===== src/rtl/calc_core_p.sv =====
// calc_core_p: keypad calculator core. Builds two decimal operands, computes
// add/sub/mul/div (mul and div iterative) and streams results as BCD, LSD first.
module calc_core_p #(
  parameter int unsigned DIGITS = 8,
  parameter int unsigned WIDTH  = 27
) (
  input  logic                      clock,
  input  logic                      reset,
  input  logic [3:0]                cmd,
  input  logic                      cmd_valid,
  output logic [1:0]                status,
  output logic [3:0]                data,
  output logic [$clog2(DIGITS)-1:0] pos,
  output logic                      data_valid,
  output logic                      neg,
  output logic [2:0]                state
);

  localparam int unsigned PosW = $clog2(DIGITS);
  localparam int unsigned NdW  = $clog2(DIGITS + 1);
  localparam int unsigned CntW = $clog2(WIDTH + 1);

  localparam logic [NdW-1:0]   NdMax   = NdW'(DIGITS);
  localparam logic [CntW-1:0]  CntLast = CntW'(WIDTH - 1);
  localparam logic [CntW-1:0]  CntDig  = CntW'(DIGITS);
  localparam logic [WIDTH-1:0] Ten     = WIDTH'(10);

  localparam logic [1:0] StatReady = 2'b10;
  localparam logic [1:0] StatBusy  = 2'b01;
  localparam logic [1:0] StatErr   = 2'b00;

  localparam logic [1:0] OpAdd = 2'd0;
  localparam logic [1:0] OpSub = 2'd1;
  localparam logic [1:0] OpMul = 2'd2;
  localparam logic [1:0] OpDiv = 2'd3;

  function automatic logic [2*WIDTH-1:0] max_val();
    logic [2*WIDTH-1:0] v;
    v = (2*WIDTH)'(1);
    for (int unsigned i = 0; i < DIGITS; i++) begin
      v = v * (2*WIDTH)'(10);
    end
    return v - (2*WIDTH)'(1);
  endfunction

  localparam logic [2*WIDTH-1:0] MaxVal = max_val();
  localparam logic [WIDTH:0]     MaxSum = MaxVal[WIDTH:0];

  typedef enum logic [2:0] {
    StEntryA = 3'd0,
    StOpWait = 3'd1,
    StEntryB = 3'd2,
    StCalc   = 3'd3,
    StPrint  = 3'd4,
    StError  = 3'd5,
    StResult = 3'd6
  } state_e;

  state_e             st_q, ret_q;
  logic [WIDTH-1:0]   acc_q, reg_a_q, reg_b_q, shadow_q;
  logic [1:0]         opr_q;
  logic [NdW-1:0]     ndig_q;
  logic [CntW-1:0]    cnt_q;
  logic [2*WIDTH-1:0] prod_q, mcand_q;
  logic [WIDTH-1:0]   mplier_q, rem_q, quo_q;

  // Key decode
  logic             key_ok, is_digit, is_op, is_eq, is_bs;
  logic [1:0]       op_code;
  logic [WIDTH-1:0] cmd_ext;

  assign key_ok   = cmd_valid && (status == StatReady);
  assign is_digit = cmd < 4'd10;
  assign is_op    = (cmd >= 4'd10) && (cmd <= 4'd13);
  assign is_eq    = cmd == 4'd14;
  assign is_bs    = cmd == 4'd15;
  assign op_code  = 2'(cmd - 4'd10);
  assign cmd_ext  = {{(WIDTH-4){1'b0}}, cmd};

  // Operand editing for digit and backspace keys
  logic [WIDTH-1:0] edit_acc;
  logic [NdW-1:0]   edit_ndig;

  always_comb begin
    edit_acc  = acc_q;
    edit_ndig = ndig_q;
    if (st_q == StResult) begin
      edit_acc  = cmd_ext;
      edit_ndig = NdW'(1);
    end else if (is_bs) begin
      edit_acc  = acc_q / Ten;
      edit_ndig = (ndig_q == '0) ? '0 : ndig_q - 1'b1;
    end else if (ndig_q < NdMax) begin
      edit_acc  = (acc_q << 3) + (acc_q << 1) + cmd_ext;
      edit_ndig = ndig_q + 1'b1;
    end
  end

  // Arithmetic datapath
  logic [WIDTH:0]     sum;
  logic               a_lt_b;
  logic [WIDTH-1:0]   diff;
  logic [2*WIDTH-1:0] prod_nxt;
  logic [WIDTH:0]     div_shift;
  logic               div_fits;
  logic [WIDTH-1:0]   rem_nxt, quo_nxt;
  logic               last;

  assign sum       = {1'b0, reg_a_q} + {1'b0, reg_b_q};
  assign a_lt_b    = reg_a_q < reg_b_q;
  assign diff      = a_lt_b ? (reg_b_q - reg_a_q) : (reg_a_q - reg_b_q);
  assign prod_nxt  = mplier_q[0] ? (prod_q + mcand_q) : prod_q;
  assign div_shift = {rem_q, quo_q[WIDTH-1]};
  assign div_fits  = div_shift >= {1'b0, reg_b_q};
  // Remainder stays below the divisor, so WIDTH bits always hold it
  assign rem_nxt   = div_fits ? (div_shift[WIDTH-1:0] - reg_b_q) : div_shift[WIDTH-1:0];
  assign quo_nxt   = {quo_q[WIDTH-2:0], div_fits};
  assign last      = cnt_q == CntLast;

  logic             calc_done, calc_err, calc_neg;
  logic [WIDTH-1:0] calc_res;

  always_comb begin
    calc_done = 1'b0;
    calc_err  = 1'b0;
    calc_neg  = 1'b0;
    calc_res  = '0;
    unique case (opr_q)
      OpAdd: begin
        calc_done = 1'b1;
        calc_err  = sum > MaxSum;
        calc_res  = sum[WIDTH-1:0];
      end
      OpSub: begin
        calc_done = 1'b1;
        calc_neg  = a_lt_b;
        calc_res  = diff;
      end
      OpMul: begin
        calc_done = last;
        calc_err  = last && (prod_nxt > MaxVal);
        calc_res  = prod_nxt[WIDTH-1:0];
      end
      OpDiv: begin
        calc_done = last;
        calc_err  = (cnt_q == '0) && (reg_b_q == '0);
        calc_res  = quo_nxt;
      end
    endcase
  end

  assign state = st_q;

  always_ff @(posedge clock or posedge reset) begin
    if (reset) begin
      st_q       <= StEntryA;
      ret_q      <= StEntryA;
      acc_q      <= '0;
      reg_a_q    <= '0;
      reg_b_q    <= '0;
      opr_q      <= '0;
      ndig_q     <= '0;
      cnt_q      <= '0;
      shadow_q   <= '0;
      prod_q     <= '0;
      mcand_q    <= '0;
      mplier_q   <= '0;
      rem_q      <= '0;
      quo_q      <= '0;
      status     <= StatReady;
      data       <= '0;
      pos        <= '0;
      data_valid <= 1'b0;
      neg        <= 1'b0;
    end else begin
      unique case (st_q)
        StEntryA, StOpWait, StEntryB, StResult: begin
          if (key_ok) begin
            if (is_digit || (is_bs && st_q != StResult)) begin
              acc_q    <= edit_acc;
              ndig_q   <= edit_ndig;
              shadow_q <= edit_acc;
              cnt_q    <= '0;
              neg      <= 1'b0;
              ret_q    <= (st_q == StEntryA || st_q == StResult) ? StEntryA : StEntryB;
              st_q     <= StPrint;
              status   <= StatBusy;
            end else if (is_op) begin
              if (st_q == StOpWait) begin
                opr_q <= op_code;
              end else if (st_q == StEntryB || neg) begin
                st_q   <= StError;
                status <= StatErr;
              end else begin
                reg_a_q  <= acc_q;
                opr_q    <= op_code;
                acc_q    <= '0;
                ndig_q   <= '0;
                shadow_q <= '0;
                cnt_q    <= '0;
                ret_q    <= StOpWait;
                st_q     <= StPrint;
                status   <= StatBusy;
              end
            end else if (is_eq) begin
              if (st_q == StOpWait) begin
                st_q   <= StError;
                status <= StatErr;
              end else if (st_q == StEntryB) begin
                reg_b_q  <= acc_q;
                prod_q   <= '0;
                mcand_q  <= {{WIDTH{1'b0}}, reg_a_q};
                mplier_q <= acc_q;
                rem_q    <= '0;
                quo_q    <= reg_a_q;
                cnt_q    <= '0;
                st_q     <= StCalc;
                status   <= StatBusy;
              end
            end
          end
        end
        StCalc: begin
          cnt_q    <= cnt_q + 1'b1;
          prod_q   <= prod_nxt;
          mcand_q  <= mcand_q << 1;
          mplier_q <= mplier_q >> 1;
          rem_q    <= rem_nxt;
          quo_q    <= quo_nxt;
          if (calc_err) begin
            st_q   <= StError;
            status <= StatErr;
          end else if (calc_done) begin
            acc_q    <= calc_res;
            shadow_q <= calc_res;
            neg      <= calc_neg;
            cnt_q    <= '0;
            ret_q    <= StResult;
            st_q     <= StPrint;
          end
        end
        StPrint: begin
          if (cnt_q < CntDig) begin
            data       <= 4'(shadow_q % Ten);
            pos        <= PosW'(cnt_q);
            data_valid <= 1'b1;
            shadow_q   <= shadow_q / Ten;
            cnt_q      <= cnt_q + 1'b1;
          end else begin
            data_valid <= 1'b0;
            st_q       <= ret_q;
            status     <= StatReady;
          end
        end
        StError: begin
          status     <= StatErr;
          data_valid <= 1'b0;
        end
        default: begin
          st_q       <= StError;
          status     <= StatErr;
          data_valid <= 1'b0;
        end
      endcase
    end
  end

endmodule


===== config.mk =====
export PLATFORM = sky130hd
export DESIGN_NAME = calc_core_p
export DESIGN_NICKNAME = d
export VERILOG_FILES = /design/src/rtl/calc_core_p.sv
export SDC_FILE = /design/constraint.sdc
export NUM_CORES = 2
export LEC_CHECK = 0
export ABC_AREA = 1
export CAP_MARGIN = 20
export CORE_MARGIN = 8
export CORE_UTILIZATION = 50
export CTS_CLUSTER_DIAMETER = 60
export DETAILED_ROUTE_END_ITERATION = 10
export PLACE_DENSITY = 0.65
export SYNTH_ARGS = -nofsm -noshare
export SYNTH_HDL_FRONTEND = slang
export SYNTH_SLANG_ARGS = --single-unit

===== constraint.sdc =====
create_clock -name clock -period 26.3 [get_ports clock]
set_clock_uncertainty 0.15 [all_clocks]
set_input_delay 2.63 -clock clock [delete_from_list [all_inputs] [get_ports clock]]
set_output_delay 2.63 -clock clock [all_outputs]
set_load 0.02 [all_outputs]

==> impl_metrics.ini <==
[detailed_routing]
ant_nets = 0
route.vias.total = 27500
routed_wl_um = 88400
viasPerCell = 5.74
wl_per_cell_um = 18.4
drc = 0
dr.pass1.iters = 6
first_iter_violations = 2293

[sta]
rsz0062_at_grt = false
layout_min_cycle_time_ns = 9.56
slew_headroom_pct = 33.1
holdWs_ns = 0.333
hold_viol = 0
clock.fmax_ghz = 0.105
finalCritPeriodShare_pct = 36.3
setup_viol = 0
slew_violations = 0
tightest_slew_ns = 1.00
finalSetupTns_ns = 0

[global_route]
grt_overflow = 0
antenna_found_initial = 0
grt_max_degree = 154
grt_pass1_vias = 25700
gr-usage-all-layers_pct = 27.0
grt_pass1_wl_um = 141000

[pwr]
ir_drop_v = 0.0000395
p_leak_nw = 15.3
p_per_area_nw_per_um2 = 37.6

[clock_network]
clock_path_buffers = 3
postCtsSetupRepairBufs = 0
clock_latency_ns = 0.60
cts_resized = 0
tritoncts = built
hold_buffers = 0
cts_root_buf = clkbuf_16
cts_buffers = 46
clkTransAtPathRegs_ns = 0.07
cts_sinks = 325
cts_max_level = 2

[floorplanning]
core_area_um2 = 56400
start_util_pct = 50.5
io_pins = 21
die_w_um = 255
die_y_um = 255
dieArea_um2 = 64800
rows = 87

[run]
drv_cap = 0

[critical_path]
cp.arrival_ns = 9.90
path_class = flop to flop
startpoint_type = flop
worst_path_largest_cell_delay_ns = 0.45
critPathBufInv = 17
slowest_stage = dfrtp_1
cpMostUsedCell = nand2_2
rr_worst_depth = 107
cp.depth = 107
crit_family = simple AND/OR/NAND/NOR gates
end_kind = flop
cp.required_ns = 26.64
path_max_fanout = 6

[final_layout]
fillerInstances = 5653
drive_above_1_share_pct = 10.5
layout_commonest_cell = nand2_1
synthToLayoutAreaGrowth_pct = 8.13
final_cells = 4794
nets = 4228
layout_common_cells = nand2_1 (825), inv_1 (517), o21ai_0 (420), dfrtp_1 (323), a21oi_1 (298)

[logic_synthesis]
ys_ff_latch = 325
syn_inst = 4048
synth_ff_type = dfrtp_1
synth_area_um2 = 28500
synth_top_area_share_pct = 28.5
async_flop_share_pct = 100
synth_fp_nets = 4276
synthTopCellsByArea = dfrtp_1 (28%), nand2_1 (11%), ha_1 (9.4%), o21ai_0 (7.4%), inv_1 (6.8%)
yosysUniqueCellTypes = 69
synth_edf_count = 0
yosysSeqAreaShare_pct = 28.6
synth_area_leader_cell = dfrtp_1
syn_area_per_cell_um2 = 7.03
yosysWarnings = 0

[hold_path]
min_path_type = flop to flop
whs_path_depth = 2

[placed_design]
dpl.hpwl_um = 66300
io_buffers = 20
dp_cells = 4708
routabilityCongestion = 0.993

[status]
status = finished clean
final timing paths:
kind	startpoint	endpoint	slack [ns]
setup / recovery	shadow_q[24]	shadow_q[0]	16.74
min in group asynchronous	reset	prod_q[6]	2.40
setup reg to reg	shadow_q[24]	shadow_q[0]	16.74
max in group asynchronous	reset	rem_q[14]	22.11
hold reg to reg	status[1]	status[1]	0.33
hold / removal	status[1]	status[1]	0.33
worst register-to-register path, delay by kind of cell, from the launching register on:
family,cells,cell delay [ns]
compound gates,4,0.81
fa+ha+maj,1,0.16
buf+inv,17,0.98
flops,1,0.45
simple gates,85,6.90
registers in the layout, summed over array words and instances (netlist names), 5 cells and up:
name / flops
acc_q: 27
cnt_q: 5
mcand_q: 54
mplier_q: 27
prod_q: 54
quo_q: 27
reg_a_q: 27
reg_b_q: 27
rem_q: 27
shadow_q: 27
cells in the mapped netlist, types with 5 or more instances:
cell type    n
nand2_1    825
inv_1      519
o21ai_0    420
dfrtp_1    324
a21oi_1    299
nand3_1    283
ha_1       214
nor2_1     179
nand2_2    143
clkbuf_1   118
o221ai_1    69
o22ai_1     67
o211ai_1    59
xor2_1      55
inv_2       53
xnor2_1     41
nand3_2     39
nand4_1     37
nand2_4     34
nor3_1      24
a221oi_1    21
a31oi_1     15
or2_2       14
nor4_1      13
a211oi_1    12
buf_1       12
o21bai_1    12
o31ai_1     12
o21ai_1     11
a21o_1      10
o2111ai_1   10
o21ai_2     10
clkinv_1     9
a22oi_1      7
fa_1         7
o21a_1       7
a32oi_1      6
o311ai_0     5
cell families after synthesis:
logic type / count (synthesis) / synth area share (%)
adders and majority gates: 221 / 9.90
xor gates and xnor gates: 97 / 3.04
and+or+nand+nor: 1603 / 26.2
buffers and inverters: 725 / 9.88
AOI/OAI and AO/OA: 1071 / 22.1
muxes: 6 / 0.220
DFF: 325 / 28.6
layer usage:
layer | up-vias | track usage (%) | part of all wire, %
met2 | 712 | 43.8 | 46
met4 | 0 | 10.4 | 3.9
met1 | 13000 | 36.3 | 45
met5 | - | 0 | 0
met3 | 172 | 3.59 | 5.8
li1 | 13600 | - | -
final cells by class:
class                      instances  area, um^2  area share [%]
clock buffer                      55        1240            4.02
timing repair buffer              45         400            1.30
clock inverter                    30         297           0.964
inverter                         584        2230            7.23
multi-input combinational       2998       17500            57.0
sequential                       325        8140            26.4
antenna                            1        2.50         0.00813
tap                              756         946            3.07
metrics by stage:
stage,util [%],worst slack (ns),total power [mW],instance area [um^2]
floorplan,-,14.52,0.526,28500
global placement,51.8,16.92,0.536,29200
detailed placement,51.8,16.86,0.536,29200
CTS,54.6,16.75,1.17,30800
global route,54.6,15.56,1.19,30800
finish,54.6,16.74,1.16,30800
power breakdown:
part / leakage, nW / internal, mW / total (mW) / switching [mW]
Combinational: 11.2 / 0.00548 / 0.0261 / 0.0206
Clock: 0.749 / 0.365 / 0.632 / 0.267
Sequential: 3.33 / 0.500 / 0.500 / 0
(Power assumes the default switching activity.)
